==> config.mk <==
export PLATFORM = sky130hd
export DESIGN_NAME = io_responder
export DESIGN_NICKNAME = d
export VERILOG_FILES = /design/src/rtl/io_responder.sv
export SDC_FILE = /design/constraint.sdc
export NUM_CORES = 1
export LEC_CHECK = 0
export ABC_AREA = 1
export ABC_CLOCK_PERIOD_IN_PS = 2200
export CELL_PAD_IN_SITES_DETAIL_PLACEMENT = 1
export CELL_PAD_IN_SITES_GLOBAL_PLACEMENT = 2
export CORE_MARGIN = 10
export CORE_UTILIZATION = 38
export CTS_CLUSTER_DIAMETER = 200
export DETAILED_ROUTE_END_ITERATION = 12
export DONT_BUFFER_PORTS = 1
export PLACE_DENSITY_LB_ADDON = 0.1
export SLEW_MARGIN = 15
export SYNTH_ARGS = -nofsm -noshare
export SYNTH_HDL_FRONTEND = slang
export SYNTH_SLANG_ARGS = --single-unit
export TNS_END_PERCENT = 1
==> constraint.sdc <==
create_clock -name clock -period 2.2 [get_ports clock]
set_clock_uncertainty 0.05 [all_clocks]
set_input_delay 0.44 -clock clock [delete_from_list [all_inputs] [get_ports clock]]
set_output_delay 0.44 -clock clock [all_outputs]
set_load 0.01 [all_outputs]
==> src/rtl/io_responder.sv <==
// ---------------------------------------------------------------------------
// io_responder
//
// Memory-mapped IO slave on the CPU's IO space. It holds the LED output
// register, a synchronised and debounced copy of the 16 board switches,
// sticky switch-change flags and a 16-bit prescaled countdown timer.
//
// Register map (addr, low byte of the IO address):
//   0x60 LED    read/write
//   0x70 SW     read-only, debounced switch value
//   0x74 SWCHG  read, clear-on-read; bit i sets when SW bit i changes
//   0x80 TLOAD  write-only (reads 0); loads the count and starts the timer
//   0x84 TSTAT  read; bit0 running, bit1 expired (sticky, clear-on-read)
//   others      read 0, writes ignored
//
// Ports:
//   clock      system clock, all state changes on the rising edge
//   rst        asynchronous active-low reset
//   io_read    IO read strobe (already qualified as IO space)
//   io_write   IO write strobe (already qualified as IO space)
//   addr[7:0]  IO address low byte
//   wdata[15:0] write data
//   rdata[15:0] read data, combinational from addr, 0 when io_read=0
//   switch[15:0] raw asynchronous board switches
//   led[15:0]  LED register
//   timer_irq  level interrupt, equal to the expired flag
// ---------------------------------------------------------------------------
module io_responder #(
    parameter int DEBOUNCE_CYCLES = 100000,
    parameter int TIMER_PRESCALE  = 1000
) (
    input  logic        clock,
    input  logic        rst,
    input  logic        io_read,
    input  logic        io_write,
    input  logic [7:0]  addr,
    input  logic [15:0] wdata,
    output logic [15:0] rdata,
    input  logic [15:0] switch,
    output logic [15:0] led,
    output logic        timer_irq
);

    // ------------------------------------------------------------------
    // Constants
    // ------------------------------------------------------------------
    localparam logic [7:0] ADDR_LED   = 8'h60;
    localparam logic [7:0] ADDR_SW    = 8'h70;
    localparam logic [7:0] ADDR_SWCHG = 8'h74;
    localparam logic [7:0] ADDR_TLOAD = 8'h80;
    localparam logic [7:0] ADDR_TSTAT = 8'h84;

    localparam int TW = (DEBOUNCE_CYCLES > 1) ? $clog2(DEBOUNCE_CYCLES) : 1;
    localparam int PW = (TIMER_PRESCALE  > 1) ? $clog2(TIMER_PRESCALE)  : 1;

    localparam logic [TW-1:0] TICK_LAST  = TW'(DEBOUNCE_CYCLES - 1);
    localparam logic [PW-1:0] PRESC_LAST = PW'(TIMER_PRESCALE - 1);

    typedef enum logic [0:0] {
        ST_IDLE = 1'b0,
        ST_RUN  = 1'b1
    } tstate_e;

    // ------------------------------------------------------------------
    // State
    // ------------------------------------------------------------------
    logic [15:0]   led_q,      led_d;
    logic [15:0]   sync1_q;
    logic [15:0]   sync2_q;
    logic [TW-1:0] tick_cnt_q, tick_cnt_d;
    logic [15:0]   s1_q,       s1_d;
    logic [15:0]   s2_q,       s2_d;
    logic [15:0]   sw_q,       sw_d;
    logic [15:0]   swchg_q,    swchg_d;
    tstate_e       state_q,    state_d;
    logic [15:0]   count_q,    count_d;
    logic [PW-1:0] presc_q,    presc_d;
    logic          expired_q,  expired_d;

    // ------------------------------------------------------------------
    // Access decode
    // ------------------------------------------------------------------
    logic        wr_led_s;
    logic        wr_tload_s;
    logic        rd_swchg_s;
    logic        rd_tstat_s;
    logic        tick_s;
    logic [15:0] stable_s;
    logic [15:0] sw_change_s;
    logic        expire_set_s;
    logic        running_s;

    assign wr_led_s   = io_write && (addr == ADDR_LED);
    assign wr_tload_s = io_write && (addr == ADDR_TLOAD);
    assign rd_swchg_s = io_read  && (addr == ADDR_SWCHG);
    assign rd_tstat_s = io_read  && (addr == ADDR_TSTAT);

    assign running_s  = (state_q == ST_RUN);

    // ------------------------------------------------------------------
    // LED register
    // ------------------------------------------------------------------

    // LED next value: replaced on a write to its address, otherwise held.
    always_comb begin
        led_d = led_q;
        if (wr_led_s) begin
            led_d = wdata;
        end else begin
            led_d = led_q;
        end
    end

    // ------------------------------------------------------------------
    // Switch path: synchroniser, sample tick, 3-sample debounce
    // ------------------------------------------------------------------
    assign tick_s = (tick_cnt_q == TICK_LAST);

    // A bit is stable when the current synchronised sample matches the two
    // previous tick samples.
    assign stable_s = ~(sync2_q ^ s1_q) & ~(sync2_q ^ s2_q);

    // Tick counter next value: wraps every DEBOUNCE_CYCLES cycles.
    always_comb begin
        tick_cnt_d = tick_cnt_q;
        if (tick_s) begin
            tick_cnt_d = '0;
        end else begin
            tick_cnt_d = tick_cnt_q + TW'(1);
        end
    end

    // Debounce shift register and debounced value, advanced only on a tick.
    always_comb begin
        s1_d = s1_q;
        s2_d = s2_q;
        sw_d = sw_q;
        if (tick_s) begin
            s1_d = sync2_q;
            s2_d = s1_q;
            sw_d = (stable_s & sync2_q) | (~stable_s & sw_q);
        end else begin
            s1_d = s1_q;
            s2_d = s2_q;
            sw_d = sw_q;
        end
    end

    assign sw_change_s = sw_d ^ sw_q;

    // Change flags: clear-on-read, but a change in the same cycle keeps its
    // bit set because the event is ORed in after the clear.
    always_comb begin
        swchg_d = swchg_q;
        if (rd_swchg_s) begin
            swchg_d = sw_change_s;
        end else begin
            swchg_d = swchg_q | sw_change_s;
        end
    end

    // ------------------------------------------------------------------
    // Countdown timer
    // ------------------------------------------------------------------

    // Timer FSM next state: load/restart on TLOAD writes, otherwise count
    // down once per prescaler wrap and expire on the 1->0 step.
    always_comb begin
        state_d      = state_q;
        count_d      = count_q;
        presc_d      = presc_q;
        expire_set_s = 1'b0;
        if (wr_tload_s) begin
            presc_d = '0;
            if (wdata == 16'h0000) begin
                // A zero load expires immediately without running.
                state_d      = ST_IDLE;
                count_d      = 16'h0000;
                expire_set_s = 1'b1;
            end else begin
                state_d = ST_RUN;
                count_d = wdata;
            end
        end else begin
            case (state_q)
                ST_IDLE: begin
                    state_d = ST_IDLE;
                    presc_d = '0;
                end
                ST_RUN: begin
                    if (presc_q == PRESC_LAST) begin
                        presc_d = '0;
                        // Saturate at zero; reaching it ends the run.
                        if (count_q <= 16'h0001) begin
                            count_d      = 16'h0000;
                            state_d      = ST_IDLE;
                            expire_set_s = 1'b1;
                        end else begin
                            count_d = count_q - 16'h0001;
                        end
                    end else begin
                        presc_d = presc_q + PW'(1);
                    end
                end
                default: begin
                    state_d = ST_IDLE;
                    count_d = 16'h0000;
                    presc_d = '0;
                end
            endcase
        end
    end

    // Expired flag: clear-on-read of TSTAT, with expiry taking priority.
    always_comb begin
        expired_d = expired_q;
        if (rd_tstat_s) begin
            expired_d = expire_set_s;
        end else begin
            expired_d = expired_q | expire_set_s;
        end
    end

    // ------------------------------------------------------------------
    // State registers
    // ------------------------------------------------------------------

    // Two-flop synchroniser on the raw asynchronous switches.
    always_ff @(posedge clock or negedge rst) begin
        if (!rst) begin
            sync1_q <= 16'h0000;
            sync2_q <= 16'h0000;
        end else begin
            sync1_q <= switch;
            sync2_q <= sync1_q;
        end
    end

    // Debounce and switch-flag registers.
    always_ff @(posedge clock or negedge rst) begin
        if (!rst) begin
            tick_cnt_q <= '0;
            s1_q       <= 16'h0000;
            s2_q       <= 16'h0000;
            sw_q       <= 16'h0000;
            swchg_q    <= 16'h0000;
        end else begin
            tick_cnt_q <= tick_cnt_d;
            s1_q       <= s1_d;
            s2_q       <= s2_d;
            sw_q       <= sw_d;
            swchg_q    <= swchg_d;
        end
    end

    // LED and timer registers.
    always_ff @(posedge clock or negedge rst) begin
        if (!rst) begin
            led_q     <= 16'h0000;
            state_q   <= ST_IDLE;
            count_q   <= 16'h0000;
            presc_q   <= '0;
            expired_q <= 1'b0;
        end else begin
            led_q     <= led_d;
            state_q   <= state_d;
            count_q   <= count_d;
            presc_q   <= presc_d;
            expired_q <= expired_d;
        end
    end

    // ------------------------------------------------------------------
    // Outputs
    // ------------------------------------------------------------------

    // Read mux: zero-latency view of the addressed register; a combined
    // read/write therefore returns the pre-write value.
    always_comb begin
        rdata = 16'h0000;
        if (io_read) begin
            case (addr)
                ADDR_LED:   rdata = led_q;
                ADDR_SW:    rdata = sw_q;
                ADDR_SWCHG: rdata = swchg_q;
                ADDR_TSTAT: rdata = {14'h0000, expired_q, running_s};
                default:    rdata = 16'h0000;
            endcase
        end else begin
            rdata = 16'h0000;
        end
    end

    assign led       = led_q;
    assign timer_irq = expired_q;

endmodule

=== Yosys cells after proc, flatten, opt, wreduce, memory -nomap -nowiden ===
Index checks and enable logic that the tools add are counted.

* Word-level logic and storage cells: 68
* Output and inout port bits: 33
* Bits of input ports: 44
* Flip-flop bits (word level): 157

* Bitwise logic cells: 13
* Equal/unequal tests: 7
* Reduce and logical (&&, ||, !) cells: 8
* Muxes and demuxes: 24
* Order comparisons: 1
* $add $sub $neg: 3

{| class="wikitable"
|+ Operators with widths
! kind !! count
|-
| 16-bit 2-to-1 mux || 8
|-
| 16-bit case mux with 4 select lines || 1
|-
| 16-bit bitwise AND || 3
|-
| 16-bit inverter || 3
|-
| 16-bit XOR || 3
|-
| 16-bit OR || 2
|-
| 8-bit by 7-bit == test with 1-bit output, second input constant || 3
|-
| 10-bit 2-to-1 mux || 2
|-
| 10-bit case mux with 2 select lines || 1
|-
| 17-bit by 1-bit adder with 17-bit output, second input constant || 1
|-
| 17-bit == test, second input constant || 1
|-
| 17-bit 2-to-1 mux || 1
|-
| 8-bit == test, second input constant || 2
|-
| 16-bit by 1-bit <= comparator with 1-bit output, second input constant || 1
|-
| 16-bit logical NOT || 1
|-
| 16-bit by 1-bit subtractor with 16-bit output, second input constant || 1
|-
| 10-bit by 1-bit adder with 10-bit output, second input constant || 1
|-
| 10-bit == test, second input constant || 1
|-
| 1-bit 2-to-1 mux || 10
|-
| 1-bit logical AND || 4
|-
| 2-bit nonzero test || 2
|-
| 1-bit case mux with 2 select lines || 1
|-
| 2-bit AND reduction || 1
|-
| 1-bit inverter || 1
|-
| 1-bit OR || 1
|}

=== Depth between registers and ports, before layout ===
* Depth after elaboration: 10
* Mapped depth: 12

=== Worst setup path after synthesis ===
OpenSTA, ideal clock, no wires.

* Kind: input to output
* Start point: input port addr[7]
* End point: output port rdata[1]
* Arrival time: 1.462 ns
* Cell stages on the path: 9
* Path buffers: 1
* Path slack: 0.248 ns
* Cells stage by stage: inv_1 > nand2_1 > nor3_4 > and2_1 > buf_4 > nand2_4 > nand2_2 > inv_1 > nor2_1

* Longest elaborated chain between the ends: 3
* Elaborated cells between the ends (all ways): 6
* Those cells by class: eq/ne (4); mux (2)

{| class="wikitable"
|+ RTL lines
! item !! RTL line !! text
|-
| from (decl) || 36 || <nowiki>input logic [7:0] addr,</nowiki>
|-
| 8-bit == test / 8-bit by 7-bit == test with 1-bit output (equally long branches) || 282 || <nowiki>case (addr)</nowiki>
|-
| 16-bit case mux with 4 select lines * || 282 ||
|-
| 16-bit 2-to-1 mux * || 281 || <nowiki>if (io_read) begin</nowiki>
|-
| to (decl) || 38 || <nowiki>output logic [15:0] rdata,</nowiki>
|}

Mark *: on every way between the ends. The rest lies on a longest branch, timed or not.

=== Worst setup path in the final report ===
* Start point: input port addr[1]
* End point: output port rdata[1]

Same word-level chain as after synthesis.

==> PnR_summary.wiki <==
{| class="wikitable"
! Metric !! Value
|-
| Unrepaired setup endpoints after global routing || false
|-
| Floorplan die area || 27,200 um^2
|-
| Sum Neg Setup Slack || 0 ps
|-
| Post-Synthesis Cell Area || 7980 um^2
|-
| Congestion Overflow GR || 0
|-
| Number of maximum-capacitance constraint violations || 0
|-
| Synth-to-layout area growth || 13.3%
|-
| Number of buffers inserted by post-CTS setup repair || 0
|-
| Clock slew seen by the registers of the worst setup and hold paths || 70 ps
|-
| Number of antenna cells inserted || 0
|-
| Largest area contributor in the synthesized netlist || sky130_fd_sc_hd__dfrtp_1
|-
| Wire length of the first global-routing pass || 37.7 mm
|-
| Sort of element at the start of the critical path || input pin
|-
| Worst vdd ir || 0.000439 V
|-
| Fraction of synthesis flops using an asynchronous set or reset pin || 1.00
|-
| Post-detailed-placement half-perimeter wirelength || 16.0 mm
|-
| Number of I/O pins || 77
|-
| Routability cong. || 0.776
|-
| Leading cell types by count after synthesis || sky130_fd_sc_hd__nand2_1 (252), sky130_fd_sc_hd__dfrtp_1 (157), sky130_fd_sc_hd__nor2_1 (130)
|-
| Crit path max-delay cell type || sky130_fd_sc_hd__and2_1
|-
| Final Hold Violating Endpoints || 157
|-
| Ordered cell list for the critical path || nor2_1, nand2_1, nor2_1, and2_1, buf_12, nand2_4, nand2_2, inv_1, nor2_4
|-
| TritonCTS Buffers || 17
|-
| Remaining DRCs || 0
|-
| Post-Syn Nets || 1,076
|-
| Area fraction of the dominant cell type after synthesis || 0.492
|-
| Data arrival time at the worst-slack endpoint || 1530 ps
|-
| Status || finished with violations
|-
| Static Leakage || 4.58 nW
|-
| Most frequent cell after synthesis || sky130_fd_sc_hd__nand2_1
|-
| DR vias/cell || 4.99
|-
| Maximum root-to-sink buffer count || 2
|-
| Final setup violating endpoints || 0
|-
| Number of H-tree branching levels || 4
|-
| Transition at the pin with the smallest max-transition slack || 538 ps
|-
| Biggest cell delay along the critical path || 190 ps
|-
| Path type of the worst setup path || in2out
|-
| First-pass iteration count of the detailed router || 4
|-
| Post-synthesis cell type count || 26
|-
| Primary FF master, synth || sky130_fd_sc_hd__dfrtp_1
|-
| Required time at the worst-slack endpoint || 1710 ps
|-
| Max-slew violation count || 0
|-
| Number of placed instances with taps included || 1,284
|-
| Number of filler cells placed in the layout || 2,540
|-
| Most numerous cell on the critical path || sky130_fd_sc_hd__nor2_1
|-
| FF+latch count, synth || 157
|-
| Share of synthesized area occupied by flip-flops and latches || 0.492
|-
| Avg Synthesized Cell Area || 7.76 um^2
|-
| Post-cts hold buffer count || 16
|-
| Tcrit/Tclk final || 0.916
|-
| Final total power || 0.00652 W
|-
| Antenna violations before repair || 0
|-
| Tmin final || 2020 ps
|-
| Total GRT Usage || 0.173
|-
| Number of enable-type register cells in the synthesized netlist || 0
|-
| Number of nets at the end of the flow || 1,097
|-
| Via count of the first global-routing pass || 7,208
|-
| Number of instances in the synthesized netlist || 1,028
|-
| Final wirelength || 22.3 mm
|-
| Biggest area contributors in the synthesized netlist || sky130_fd_sc_hd__dfrtp_1 (49%), sky130_fd_sc_hd__nand2_1 (12%), sky130_fd_sc_hd__nand3_1 (8.1%), sky130_fd_sc_hd__nor2_1 (6.1%), sky130_fd_sc_hd__inv_1 (5.8%)
|-
| Worst-skew pair later-pin latency || 430 ps
|-
| Utilization after layout || 0.443
|-
| TritonCTS clock tree || yes
|-
| Critical path fanouts, max || 17
|-
| Highest Clock Rate || 496 MHz
|-
| Type of the worst min-delay path || in2async
|-
| Layout cell share with drive strength beyond 1 || 0.0621
|-
| Yosys warning total || 0
|-
| Routed length per placed instance || 16.7 um
|-
| Die width || 165 um
|-
| Rel. slew slack || 0.640
|-
| Initial Utilization || 0.390
|-
| Number of buffers inserted by port buffering || 0
|-
| Clk sink count || 157
|-
| Core outline area || 20,400 um^2
|-
| Number of placement rows || 52
|-
| Root cell of the clock tree || sky130_fd_sc_hd__clkbuf_16
|-
| Power Dens Cells || 721 nW/um^2
|-
| Worst hold-check slack || -345 ps
|-
| Vias || 6,645
|-
| Die Height || 165 um
|-
| ANT nets after route || 0
|-
| Crit path capture type || output port
|-
| Largest net degree at the start of global routing || 158
|-
| Violations in the final reports || negative hold slack
|-
| Detailed router's first-iteration violation count || 353
|-
| Post-Layout Cell Count || 1,332
|}
==> registers in the layout, summed over array words and instances (netlist names), 16 cells and up <==
signal,count
sw_q,16
sync1_q,16
s1_q,16
sync2_q,16
count_q,16
tick_cnt_q,17
led,16
s2_q,16
swchg_q,16
==> layer usage <==
layer,vias to the layer above,share of wire,global-route usage
met3,13,0.049,0.0443
met2,81,0.46,0.282
li1,3297,-,-
met4,0,0.0086,0.0399
met1,3254,0.48,0.227
met5,-,0,0
==> report_power, final <==
| part | switching, W | internal [W] | total, W |
|---|---|---|---|
| clock network | 0.00134 | 0.00148 | 0.00282 |
| logic | 0.000366 | 0.000246 | 0.000612 |
| registers | 0.000107 | 0.00298 | 0.00309 |
| total | 0.00181 | 0.00471 | 0.00652 |
==> cell usage in the layout, fill, tap and decap left out, drive strengths merged <==
cell / Yosys / final
a21oi: 30 / 30
inv: 129 / 137
xor2: 47 / 47
nand3: 131 / 131
nor3: 12 / 12
dfrtp: 157 / 157
buf: 24 / 17
clkinv: 0 / 6
o21ai: 71 / 71
dlygate4sd3: 0 / 16
nor3b: 1 / 1
clkinvlp: 0 / 1
nand3b: 2 / 2
xnor2: 3 / 3
clkbuf: 7 / 17
and2: 2 / 2
ha: 4 / 4
nand4: 20 / 20
nor2: 132 / 132
nand2: 256 / 256
==> what timing repair did <==
| action | in CTS | in global routing |
|---|---|---|
| resized for setup | 0 | 6 |
| endpoints found under the hold margin | 173 | 157 |
| endpoints found under the setup margin | 0 | 16 |
==> worst max-delay path, delay by kind of cell <==
family	cells	cell delay [ps]
and+or+nand+nor	7	840
buffers and inverters	2	250
==> final timing paths <==
check,from,endpoint,slack (ps),cells past startpoint
worst max-delay path,addr[1],rdata[1],180,9
max in group asynchronous,rst,led[12],2200,0
worst min-delay path,rst,s1_q[0],-340,0
worst min register to register,sync1_q[15],sync2_q[15],300,0
worst max register to register,tick_cnt_q[0],tick_cnt_q[10],210,9
min in group clock,wdata[1],count_q[1],90,2
==> metrics by stage <==
step / area [um^2] / setup slack, ps
floorplan: 7980 / 248
global placement: 8310 / 37.1
detailed placement: 8310 / -40.4
CTS: 9030 / 19.1
global route: 9040 / 7.53
finish: 9040 / 184
==> cell families after synthesis <==
logic type	Yosys count	share of synthesized area
AO/OA/AOI/OAI	101	0.0634
XOR/XNOR	50	0.0549
adder cells (fa/ha/maj)	4	0.00627
buffers and inverters	160	0.0842
flip-flops	157	0.492
AND/OR/NAND/NOR	556	0.299
==> cell type report <==
type | count | area [um^2] | area share
clock buffer | 17 | 425 | 0.0470
sequential | 157 | 3930 | 0.434
tap | 270 | 338 | 0.0374
clock inverter | 15 | 129 | 0.0143
timing repair buffer | 33 | 338 | 0.0374
inverter | 129 | 489 | 0.0541
multi-input combinational | 711 | 3390 | 0.375
No activity file was read; power rests on OpenSTA's default activity.
